--- config.mk ---
export PLATFORM = sky130hd
export DESIGN_NAME = multicycle_shifter
export DESIGN_NICKNAME = d
export VERILOG_FILES = /design/src/rtl/shifter_pkg.sv /design/src/rtl/shift_stage.sv /design/src/rtl/multicycle_shifter.sv
export SDC_FILE = /design/constraint.sdc
export NUM_CORES = 1
export LEC_CHECK = 0
export ABC_AREA = 1
export CORE_MARGIN = 4
export CORE_UTILIZATION = 45
export CTS_BUF_LIST = sky130_fd_sc_hd__clkbuf_16
export CTS_CLUSTER_DIAMETER = 100
export DETAILED_ROUTE_END_ITERATION = 6
export PLACE_DENSITY = 0.68
export SYNTH_ARGS = -nofsm -noshare
export SYNTH_HDL_FRONTEND = slang
export SYNTH_HIERARCHICAL = 1
export SYNTH_SLANG_ARGS = --single-unit
export TNS_END_PERCENT = 10
--- constraint.sdc ---
create_clock -name clock -period 5.6 [get_ports clock]
set_clock_uncertainty 0.1 [all_clocks]
set_input_delay 1.12 -clock clock [delete_from_list [all_inputs] [get_ports clock]]
set_output_delay 1.12 -clock clock [all_outputs]
set_load 0.1 [all_outputs]
--- src/rtl/shifter_pkg.sv ---
// Shared types and constants for the multicycle shifter: FSM states,
// datapath widths and the per-stage shift amounts.
package shifter_pkg;

  localparam int DATA_W     = 32;
  localparam int SHAMT_W    = 5;
  localparam int NUM_STAGES = 5;

  typedef enum logic [1:0] {
    IDLE  = 2'd0,
    SHIFT = 2'd1,
    DONE  = 2'd2
  } state_t;

  // Stage k shifts by 2**(4-k), so stage k pairs with shamt bit 4-k.
  localparam logic [SHAMT_W-1:0] STAGE_AMT [NUM_STAGES] = '{
    5'd16, 5'd8, 5'd4, 5'd2, 5'd1
  };

  function automatic logic [SHAMT_W-1:0] stage_amount(input logic [2:0] k);
    logic [SHAMT_W-1:0] amt;
    case (k)
      3'd0:    amt = STAGE_AMT[0];
      3'd1:    amt = STAGE_AMT[1];
      3'd2:    amt = STAGE_AMT[2];
      3'd3:    amt = STAGE_AMT[3];
      3'd4:    amt = STAGE_AMT[4];
      default: amt = '0;
    endcase
    return amt;
  endfunction

endpackage

--- src/rtl/shift_stage.sv ---
// One combinational shift step: when enabled, shifts by the given amount.
// The arithmetic-right path exists only with MULTICYCLE_SHIFTER_SRA_EN defined.
module shift_stage
  import shifter_pkg::*;
(
  input  logic [DATA_W-1:0]  data_in,
  input  logic [SHAMT_W-1:0] amount,
  input  logic               enable,
  input  logic               sra,
  output logic [DATA_W-1:0]  data_out
);

`ifdef MULTICYCLE_SHIFTER_SRA_EN
  always_comb begin
    data_out = data_in;
    if (enable) begin
      if (sra) begin
        data_out = $unsigned($signed(data_in) >>> amount);
      end else begin
        data_out = data_in << amount;
      end
    end
  end
`else
  logic unused_sra;
  assign unused_sra = sra;

  always_comb begin
    data_out = data_in;
    if (enable) begin
      data_out = data_in << amount;
    end
  end
`endif

endmodule

--- src/rtl/multicycle_shifter.sv ---
// Five-cycle 32-bit shifter (16/8/4/2/1 stages) with IDLE/SHIFT/DONE control.
// Optional arithmetic right shift enabled by macro MULTICYCLE_SHIFTER_SRA_EN.
module multicycle_shifter
  import shifter_pkg::*;
(
  input  logic               clock,
  input  logic               reset_n,
  input  logic               ctrl_start,
  input  logic [DATA_W-1:0]  data_in,
  input  logic [SHAMT_W-1:0] shamt,
  input  logic               ctrl_sra,
  output logic [DATA_W-1:0]  data_result,
  output logic               data_resultRDY,
  output logic               busy
);

  state_t             state_reg, state_next;
  logic [DATA_W-1:0]  work_reg, work_next;
  logic [DATA_W-1:0]  result_reg, result_next;
  logic [SHAMT_W-1:0] shamt_reg, shamt_next;
  logic [2:0]         stage_reg, stage_next;
  logic               sra_dir;
  logic               accept;
  logic               last_stage;
  logic [DATA_W-1:0]  stage_out;

`ifdef MULTICYCLE_SHIFTER_SRA_EN
  logic sra_reg, sra_next;
  assign sra_dir = sra_reg;
`else
  logic unused_ctrl_sra;
  assign unused_ctrl_sra = ctrl_sra;
  assign sra_dir         = 1'b0;
`endif

  assign accept     = ctrl_start && (state_reg == IDLE || state_reg == DONE);
  assign last_stage = (stage_reg == 3'(NUM_STAGES - 1));

  // shamt_reg is shifted left every stage, so its MSB is always the bit for the current stage.
  shift_stage u_stage (
    .data_in  (work_reg),
    .amount   (stage_amount(stage_reg)),
    .enable   (shamt_reg[SHAMT_W-1]),
    .sra      (sra_dir),
    .data_out (stage_out)
  );

  always_comb begin
    state_next  = state_reg;
    work_next   = work_reg;
    result_next = result_reg;
    shamt_next  = shamt_reg;
    stage_next  = stage_reg;
`ifdef MULTICYCLE_SHIFTER_SRA_EN
    sra_next    = sra_reg;
`endif
    case (state_reg)
      SHIFT: begin
        work_next  = stage_out;
        shamt_next = shamt_reg << 1;
        stage_next = stage_reg + 3'd1;
        if (last_stage) begin
          result_next = stage_out;
          state_next  = DONE;
        end
      end
      DONE: begin
        state_next = IDLE;
      end
      default: begin
        state_next = IDLE;
      end
    endcase
    // A start is only seen in IDLE/DONE; it overrides the default transition out of those states.
    if (accept) begin
      work_next  = data_in;
      shamt_next = shamt;
      stage_next = 3'd0;
      state_next = SHIFT;
`ifdef MULTICYCLE_SHIFTER_SRA_EN
      sra_next   = ctrl_sra;
`endif
    end
  end

  always_ff @(posedge clock or negedge reset_n) begin
    if (!reset_n) begin
      state_reg  <= IDLE;
      work_reg   <= '0;
      result_reg <= '0;
      shamt_reg  <= '0;
      stage_reg  <= '0;
`ifdef MULTICYCLE_SHIFTER_SRA_EN
      sra_reg    <= 1'b0;
`endif
    end else begin
      state_reg  <= state_next;
      work_reg   <= work_next;
      result_reg <= result_next;
      shamt_reg  <= shamt_next;
      stage_reg  <= stage_next;
`ifdef MULTICYCLE_SHIFTER_SRA_EN
      sra_reg    <= sra_next;
`endif
    end
  end

  assign data_result    = result_reg;
  assign data_resultRDY = (state_reg == DONE);
  assign busy           = (state_reg == SHIFT);

endmodule

==> results by group, run 1 <==
Setup path
  – Worst r2r path cells: 12
  – R2R Path End: work_reg[17]
  – Reg2Reg Setup Slack: about 2400 ps
  – Crit-path slowest cell: clkdlybuf4s50_1
  – Critical Path RT: approximately 4400 ps
  – Critical Path AT: 2130 ps
  – Slowest stage delay, CP: between 1000 and 1500 ps
  – Critical path class: register to primary output
  – Max Fanout on Critical Path: 5
  – CP cell instances: inv_2, nor2_2, clkdlybuf4s50_1
  – RR Startpoint: stage_reg[1]
  – Critical Path Sink Type: primary output
  – Worst Setup Start Kind: register

Floorplan
  – Rows: 38
  – Initial Utilization: 0.460
  – DIE AREA: around 13000 sq um
  – Total I/O pin count: 75
  – Die Ht: approximately 110 um
  – Core Region: 10800 sq um
  – DIE WIDTH: between 100 and 150 um

Global route
  – First-pass GRT wire length: roughly 27000 um
  – Total GRT Usage: 0.271
  – Largest net degree at the start of global routing: between 70 and 80
  – Gr ovfl total: 0
  – Vias in the first global route: ~5000
  – Initial antenna violation count: 0

Layout
  – Area growth syn-to-layout: 19.1%
  – Layout cells sized above 1: 0.0382
  – ANT cells: 0
  – Fin area: 5940 sq um
  – # fillers: approximately 1100
  – Final net count: around 850

Place
  – Routability congestion estimate: between 0.9 and 1
  – Port-buffer cells: 73
  – Post-place instance area: 5690 sq um
  – DP Wirelength: 11900 um
  – Place WS: 2460 ps

Clock tree
  – Clock Root Buffer: clkbuf_16
  – Total CTS buffers: 9
  – Post-CTS Repair Setup Buffers: 0
  – Clock tree from TritonCTS: built
  – Total number of clock tree sinks: 74
  – Htree depth: 3
  – PostCTS Resize Cnt: 0
  – Maximum clock path buffer count: 2
  – Post-CTS Hold Buffers: 0
  – Worst skew pair latency: roughly 340 ps
  – Clk pin slew, worst setup/hold paths: ~50 ps

Timing
  – Fmax: 299 MHz
  – Worst-case hold slack: ~380 ps
  – Max_slew headroom: 0.205
  – Total negative slack: 0 ps
  – Final min period: between 3000 and 4000 ps
  – Final hold vios: 0
  – Slew @ Worst Pin: between 1000 and 1500 ps
  – Pins over their slew limit: 0
  – Count of final setup violators: 0
  – Worst setup margin: 2250 ps
  – RSZ-0062 raised after global routing: no
  – Post-route clock period utilization: 0.597

Route
  – WL/cell: 18.0 um
  – DRC violations left: 0
  – Post-Route WL: between 15000 and 20000 um
  – DR iter-0 viols: slightly above 600
  – Via density: just under 6
  – Router iterations before antenna repair: 5
  – Vias: about 5500
  – Routed Antenna Nets: 0

Hold path
  – Hold endpoint: data_result[28]
  – Worst hold path class: register to register
  – Hold path depth: 2
  – Min-delay src: data_result[28]

Run
  – Max-capacitance violation count: 0

Synth
  – Mapped Avg Cell Area: roughly 6.5 sq um
  – Synthesis warning total: 6
  – Net Count, Synth: around 820
  – Mapped cell area: 4980 sq um
  – Cells after Synth: 770

Run status
  – Outcome: finished clean
-- how the worst max path moves through the flow --
stage / slack [ps] / start / to / cells after the start
after floorplan: 2680 / state_reg[0] / data_resultRDY / 1
after global placement: 2480 / stage_reg[1] / work_reg[17] / 12
after detailed placement: 2460 / stage_reg[1] / work_reg[17] / 12
after CTS: 2240 / state_reg[0] / busy / 3
after global routing: 2150 / stage_reg[1] / work_reg[17] / 12
final: 2250 / state_reg[0] / busy / 3
-- worst max-delay path, delay by kind of cell (launching register included) --
family                 cells  cell delay, ps
flip-flops                 1             460
buffers and inverters      2            1210
AND/OR/NAND/NOR            1             110
-- layout by cell type, fill, tap and decap left out --
| master | count |
|---|---|
| inv_2 | 4 |
| clkbuf_16 | 9 |
| nor2_2 | 3 |
| clkdlybuf4s50_1 | 72 |
| a22o_1 | 1 |
| nand2_2 | 1 |
| a21oi_1 | 1 |
| o21ai_1 | 2 |
| nor2_1 | 8 |
| nand2_1 | 300 |
| o21ai_0 | 9 |
| nor2_4 | 1 |
| dfrtp_1 | 74 |
| buf_4 | 10 |
| ha_1 | 5 |
| nand4_1 | 4 |
| o21a_1 | 1 |
| nand3_1 | 286 |
| clkinv_2 | 2 |
| clkinvlp_4 | 1 |
| a22oi_1 | 1 |
| inv_1 | 14 |
| clkinv_1 | 2 |
-- metrics by stage --
stage / std cells / utilization
3_3_place_gp: 937 / 0.524
2_1_floorplan: 770 / -
3_5_place_dp: 937 / 0.524
4_1_cts: 951 / 0.548
6_report: 951 / 0.548
5_1_grt: 951 / 0.548
-- area by class of cell --
| cell class | count | area (sq um) | share of cell area |
|---|---|---|---|
| well taps | 140 | 175 | 0.0295 |
| clock buffers | 9 | 225 | 0.0379 |
| multi-input cells | 623 | 2800 | 0.471 |
| repair buffers | 82 | 796 | 0.134 |
| inverters | 18 | 67.6 | 0.0114 |
| flip-flops and latches | 74 | 1850 | 0.312 |
| clock inverters | 5 | 25.0 | 0.00422 |
-- per-layer routing --
| layer | vias up | GRT usage | wire, um |
|---|---|---|---|
| met3 | 32 | 0.0481 | 1410 |
| met4 | 0 | 0.104 | 493 |
| li1 | 2647 | - | - |
| met2 | 263 | 0.374 | 7110 |
| met1 | 2550 | 0.419 | 8080 |
| met5 | - | 0 | 0 |
Power of run 1 is left out: the tool's default activity adds up to more than one toggle a clock period on the data nets, which glitch-free logic cannot reach.
==> run 2: changes to the inputs <==
==> constraint.sdc (replaced) <==
create_clock -name clock -period 3.25 [get_ports clock]
set_clock_uncertainty 0.1 [all_clocks]
set_input_delay 0.65 -clock clock [delete_from_list [all_inputs] [get_ports clock]]
set_output_delay 0.65 -clock clock [all_outputs]
set_load 0.1 [all_outputs]
==> results by group, run 2 (same netlist as run 1, synthesis figures left out) <==
Route
  – WL/cell: 17.7 um
  – Post-Route WL: between 15000 and 20000 um
  – Vias: 5473
  – Router iterations before antenna repair: 7
  – Routed Antenna Nets: 0
  – Via density: around 5.7
  – DRC violations left: 5
  – DR iter-0 viols: 661

Global route
  – First-pass GRT wire length: 28300 um
  – Largest net degree at the start of global routing: between 70 and 80
  – Total GRT Usage: 0.275
  – Gr ovfl total: 0
  – Initial antenna violation count: 0
  – Vias in the first global route: about 5300

Setup path
  – Max Fanout on Critical Path: 32
  – Critical path class: register to register
  – Critical path's most frequent cell: nand2_1
  – Crit-path slowest cell: inv_2
  – CP delay by family, top: simple AND/OR/NAND/NOR gates
  – CP cell instances: inv_1, ha_1, nand2_1, inv_1, inv_2, nand2_1, nor2_1, nand2_1, nand2_1, nand3_1, nand3_1, nand2_1, nand3_1
  – Worst Setup Start Kind: register
  – Reg2Reg Setup Slack: 570 ps
  – Crit path buf inv count: 3
  – Critical Path Sink Type: register
  – Critical Path RT: around 3400 ps
  – Critical Path AT: 2850 ps
  – Slowest stage delay, CP: 440 ps

Timing
  – Count of final setup violators: 0
  – Fmax: 374 MHz
  – Worst setup margin: 574 ps
  – RSZ-0062 raised after global routing: no
  – Total negative slack: 0 ps
  – Slew @ Worst Pin: roughly 1000 ps
  – Pins over their slew limit: 0
  – Max_slew headroom: 0.347
  – Post-route clock period utilization: 0.823
  – Final hold vios: 0
  – Final min period: 2680 ps

Clock tree
  – Clock Root Buffer: clkbuf_16
  – Total number of clock tree sinks: 74
  – Clock tree from TritonCTS: built
  – Post-CTS Repair Setup Buffers: 0
  – Htree depth: 3
  – Maximum clock path buffer count: 2
  – Post-CTS Hold Buffers: 0
  – PostCTS Resize Cnt: 0
  – Worst skew pair latency: ~340 ps
  – Clk pin slew, worst setup/hold paths: roughly 60 ps
  – Total CTS buffers: 9

Floorplan
  – Total I/O pin count: 75
  – Die Ht: 113 um
  – DIE WIDTH: around 110 um
  – Core Region: 10800 sq um
  – Rows: 38
  – DIE AREA: roughly 13000 sq um
  – Initial Utilization: 0.460

Layout
  – Layout cells sized above 1: 0.0902
  – # fillers: about 1100
  – Highest-count cells in the layout ignoring fill and taps: nand2_1 (300), nand3_1 (286), dfrtp_1 (74), buf_4 (50), clkdlybuf4s50_1 (38)
  – Final core utilization: 0.550
  – Area growth syn-to-layout: 19.5%
  – ANT cells: 0
  – Commonest non-fill, non-tap cell in the layout: nand2_1
  – Final net count: approximately 860

Place
  – Place WS: approximately 630 ps
  – DP Wirelength: between 10000 and 15000 um
  – Routability congestion estimate: a little over 0.9
  – Port-buffer cells: 73

Run
  – Max-capacitance violation count: 0

Run status
  – Outcome: finished, violations left
  – Failing checks: design-rule violations

Hold path
  – Worst hold path class: input pin to asynchronous set/reset pin
-- run 2: cell count changes in the layout (fill, tap and decap cells not counted) --
cell,before,now
clkinv_1,2,3
clkinv_2,2,1
bufinv_16,0,1
buf_4,10,50
buf_12,0,1
inv_1,14,13
clkdlybuf4s50_1,72,38
inv_6,0,2
-- run 2: layer usage --
layer  GRT usage  routed length [um]  vias to the layer above
met2       0.395                7230                      226
li1            -                   -                     2664
met3      0.0594                1300                       22
met5           0                   0                        -
met4      0.0561                 246                        0
met1       0.424                8240                     2561
-- run 2: area by class of cell --
class / count / area [sq um] / share of cell area
multi-input cells: 623 / 2800 / 0.469
flip-flops and latches: 74 / 1850 / 0.311
repair buffers: 89 / 776 / 0.130
clock buffers: 9 / 225 / 0.0378
well taps: 140 / 175 / 0.0294
clock inverters: 7 / 67.6 / 0.0113
inverters: 18 / 67.6 / 0.0113
-- run 2: final timing paths --
path	end	from	cells after the start
max reg2reg	work_reg[24]	stage_reg[0]	13
min	work_reg[22]	reset_n	1
min reg2reg	data_result[1]	data_result[1]	2
min in group clock	data_result[1]	data_result[1]	2
max	work_reg[24]	stage_reg[0]	13
max in group asynchronous	work_reg[6]	reset_n	1
-- run 2: worst reg2reg max path, stage by stage (launching register included) --
cell     delay (ps)
dfrtp_1         370
inv_1            90
ha_1            220
nand2_1         150
inv_1            90
inv_2           440
nand2_1         210
nor2_1          180
nand2_1         100
nand2_1         120
nand3_1         130
nand3_1         250
nand2_1          80
nand3_1          90
-- run 2: metrics by stage --
| stage | hold WS [ps] | cell area, sq um | cells |
|---|---|---|---|
| 2_1_floorplan | 254 | 4980 | 770 |
| 3_3_place_gp | 367 | 5670 | 944 |
| 3_5_place_dp | 366 | 5670 | 944 |
| 4_1_cts | 384 | 5960 | 960 |
| 5_1_grt | 407 | 5960 | 960 |
| 6_report | 344 | 5960 | 960 |
Power of run 2 is left out for the same reason.
==> run 3: changes to the inputs <==
--- a/config.mk
+++ b/config.mk
@@ -11,7 +11,7 @@
 export CTS_BUF_LIST = sky130_fd_sc_hd__clkbuf_16
 export CTS_CLUSTER_DIAMETER = 100
 export DETAILED_ROUTE_END_ITERATION = 6
-export PLACE_DENSITY = 0.68
+export PLACE_DENSITY = 0.71
 export SYNTH_ARGS = -nofsm -noshare
 export SYNTH_HDL_FRONTEND = slang
 export SYNTH_HIERARCHICAL = 1
==> constraint.sdc (replaced) <==
create_clock -name clock -period 2.2 [get_ports clock]
set_clock_uncertainty 0.1 [all_clocks]
set_input_delay 0.44 -clock clock [delete_from_list [all_inputs] [get_ports clock]]
set_output_delay 0.44 -clock clock [all_outputs]
set_load 0.1 [all_outputs]
==> results by group, run 3 (same netlist as run 1, synthesis figures left out) <==
Layout
  – Register Area: approximately 1900 sq um
  – ANT cells: 0
  – Layout cells sized above 1: 0.215
  – Highest-count cells in the layout ignoring fill and taps: nand2_1 (293), nand3_1 (223), dfrtp_1 (74), buf_4 (60), nand3_2 (59)
  – Final net count: just under 900
  – # fillers: just under 1000
  – Fin cells: between 900 and 1000
  – Commonest non-fill, non-tap cell in the layout: nand2_1
  – Multi-input logic area: approximately 3200 sq um
  – Final core utilization: 0.630
  – Area growth syn-to-layout: 36.9%

Global route
  – Vias in the first global route: roughly 5600
  – Initial antenna violation count: 0
  – First-pass GRT wire length: between 20000 and 30000 um
  – Total GRT Usage: 0.282
  – Largest net degree at the start of global routing: 75
  – Gr ovfl total: 0

Floorplan
  – Rows: 38
  – DIE AREA: 12800 sq um
  – DIE WIDTH: around 110 um
  – Initial Utilization: 0.460
  – Die Ht: between 100 and 150 um
  – Core Region: ~11000 sq um
  – Total I/O pin count: 75

Run
  – Max-capacitance violation count: 0

Place
  – Routability congestion estimate: ~0.95
  – Port-buffer cells: 73
  – DP Wirelength: between 10000 and 15000 um
  – Inst Count DP: ~970

Timing
  – Post-route clock period utilization: 0.983
  – RSZ-0062 raised after global routing: yes
  – Worst-case hold slack: 19.2 ps
  – Final min period: ~2200 ps
  – Slew @ Worst Pin: 409 ps
  – Count of final setup violators: 0
  – Fmax: around 460 MHz
  – Max_slew headroom: 0.727
  – Pins over their slew limit: 0
  – Final hold vios: 0

Clock tree
  – Worst skew pair latency: about 340 ps
  – Post-CTS Hold Buffers: 0
  – Clk pin slew, worst setup/hold paths: roughly 60 ps
  – Total number of clock tree sinks: 74
  – Clock Root Buffer: clkbuf_16
  – Htree depth: 3
  – Maximum clock path buffer count: 2
  – Clock tree from TritonCTS: built
  – Total CTS buffers: 9

Route
  – DRC violations left: 0
  – WL/cell: approximately 18 um
  – DR iter-0 viols: 618
  – Vias: 5756
  – Via density: 5.83
  – Routed Antenna Nets: 0
  – Post-Route WL: 17900 um
  – Router iterations before antenna repair: 6

Setup path
  – Critical path class: register to register
  – Critical Path AT: ~2300 ps
  – Max Fanout on Critical Path: 10
  – Critical Path Sink Type: register
  – Worst Setup Start Kind: register
  – Critical Path RT: 2320 ps

Hold path
  – Worst hold path class: input pin to asynchronous set/reset pin

Run status
  – Outcome: finished clean
run 3: cell types whose count changed in the layout (fill, tap and decap cells not counted), sizes merged:
cell and change:
buf +27, bufinv +3, clkinv -2, clkbuf +1
clkinvlp -1
run 3: stage by stage:
stage / cell area [sq um] / setup WS, ps / TNS [ps]
after floorplan: 4990 / 200 / 0
after global placement: 5990 / -3.09 / -3.09
after detailed placement: 5990 / -42.7 / -60.8
after CTS: 6410 / -0.413 / -0.413
after global routing: 6830 / -84.3 / -667
final: 6830 / 36.8 / 0
run 3: repair_timing:
action / 4_1_cts / 5_1_grt
gates resized for setup: 9 / 87
endpoints found under the setup margin: 11 / 64
pin swaps: 0 / 4
gates cloned: 0 / 1
setup buffers: 1 / 1
hold endpoints to repair: 0 / 0
run 3: cell type report:
| class | instances | area share |
|---|---|---|
| multi-input combinational | 623 | 0.468 |
| sequential | 74 | 0.271 |
| timing repair buffer | 117 | 0.171 |
| clock buffer | 9 | 0.0330 |
| tap | 140 | 0.0257 |
| clock inverter | 7 | 0.0207 |
| inverter | 18 | 0.0106 |
run 3: path summary, 6_finish.rpt:
check                               start        endpoint  slack (ps)  cells past startpoint
hold / removal                    reset_n    shamt_reg[1]          20                      2
setup / recovery             stage_reg[1]    work_reg[28]          40                     12
min in group clock         data_result[2]  data_result[2]         380                      2
setup reg to reg             stage_reg[1]    work_reg[28]          40                     12
hold reg to reg            data_result[2]  data_result[2]         380                      2
max in group asynchronous         reset_n    work_reg[21]        1650                      2
run 3: critical path, stage by stage (launching register included):
cell     delay, ps
dfrtp_1        380
buf_4          140
ha_1           210
ha_4           190
inv_6           90
buf_12         150
nand3_1        140
nand3_2        100
nand3_1        110
nand3_2        120
nand3_2        140
nand2_1        100
nand3_1         80
run 3: routing by layer:
metal,vias up,track usage,share of wire
li1,2724,-,-
met1,2762,0.408,0.46
met2,240,0.431,0.44
met3,30,0.0583,0.075
met4,0,0.0721,0.020
met5,-,0,0
Power of run 3 is left out for the same reason.
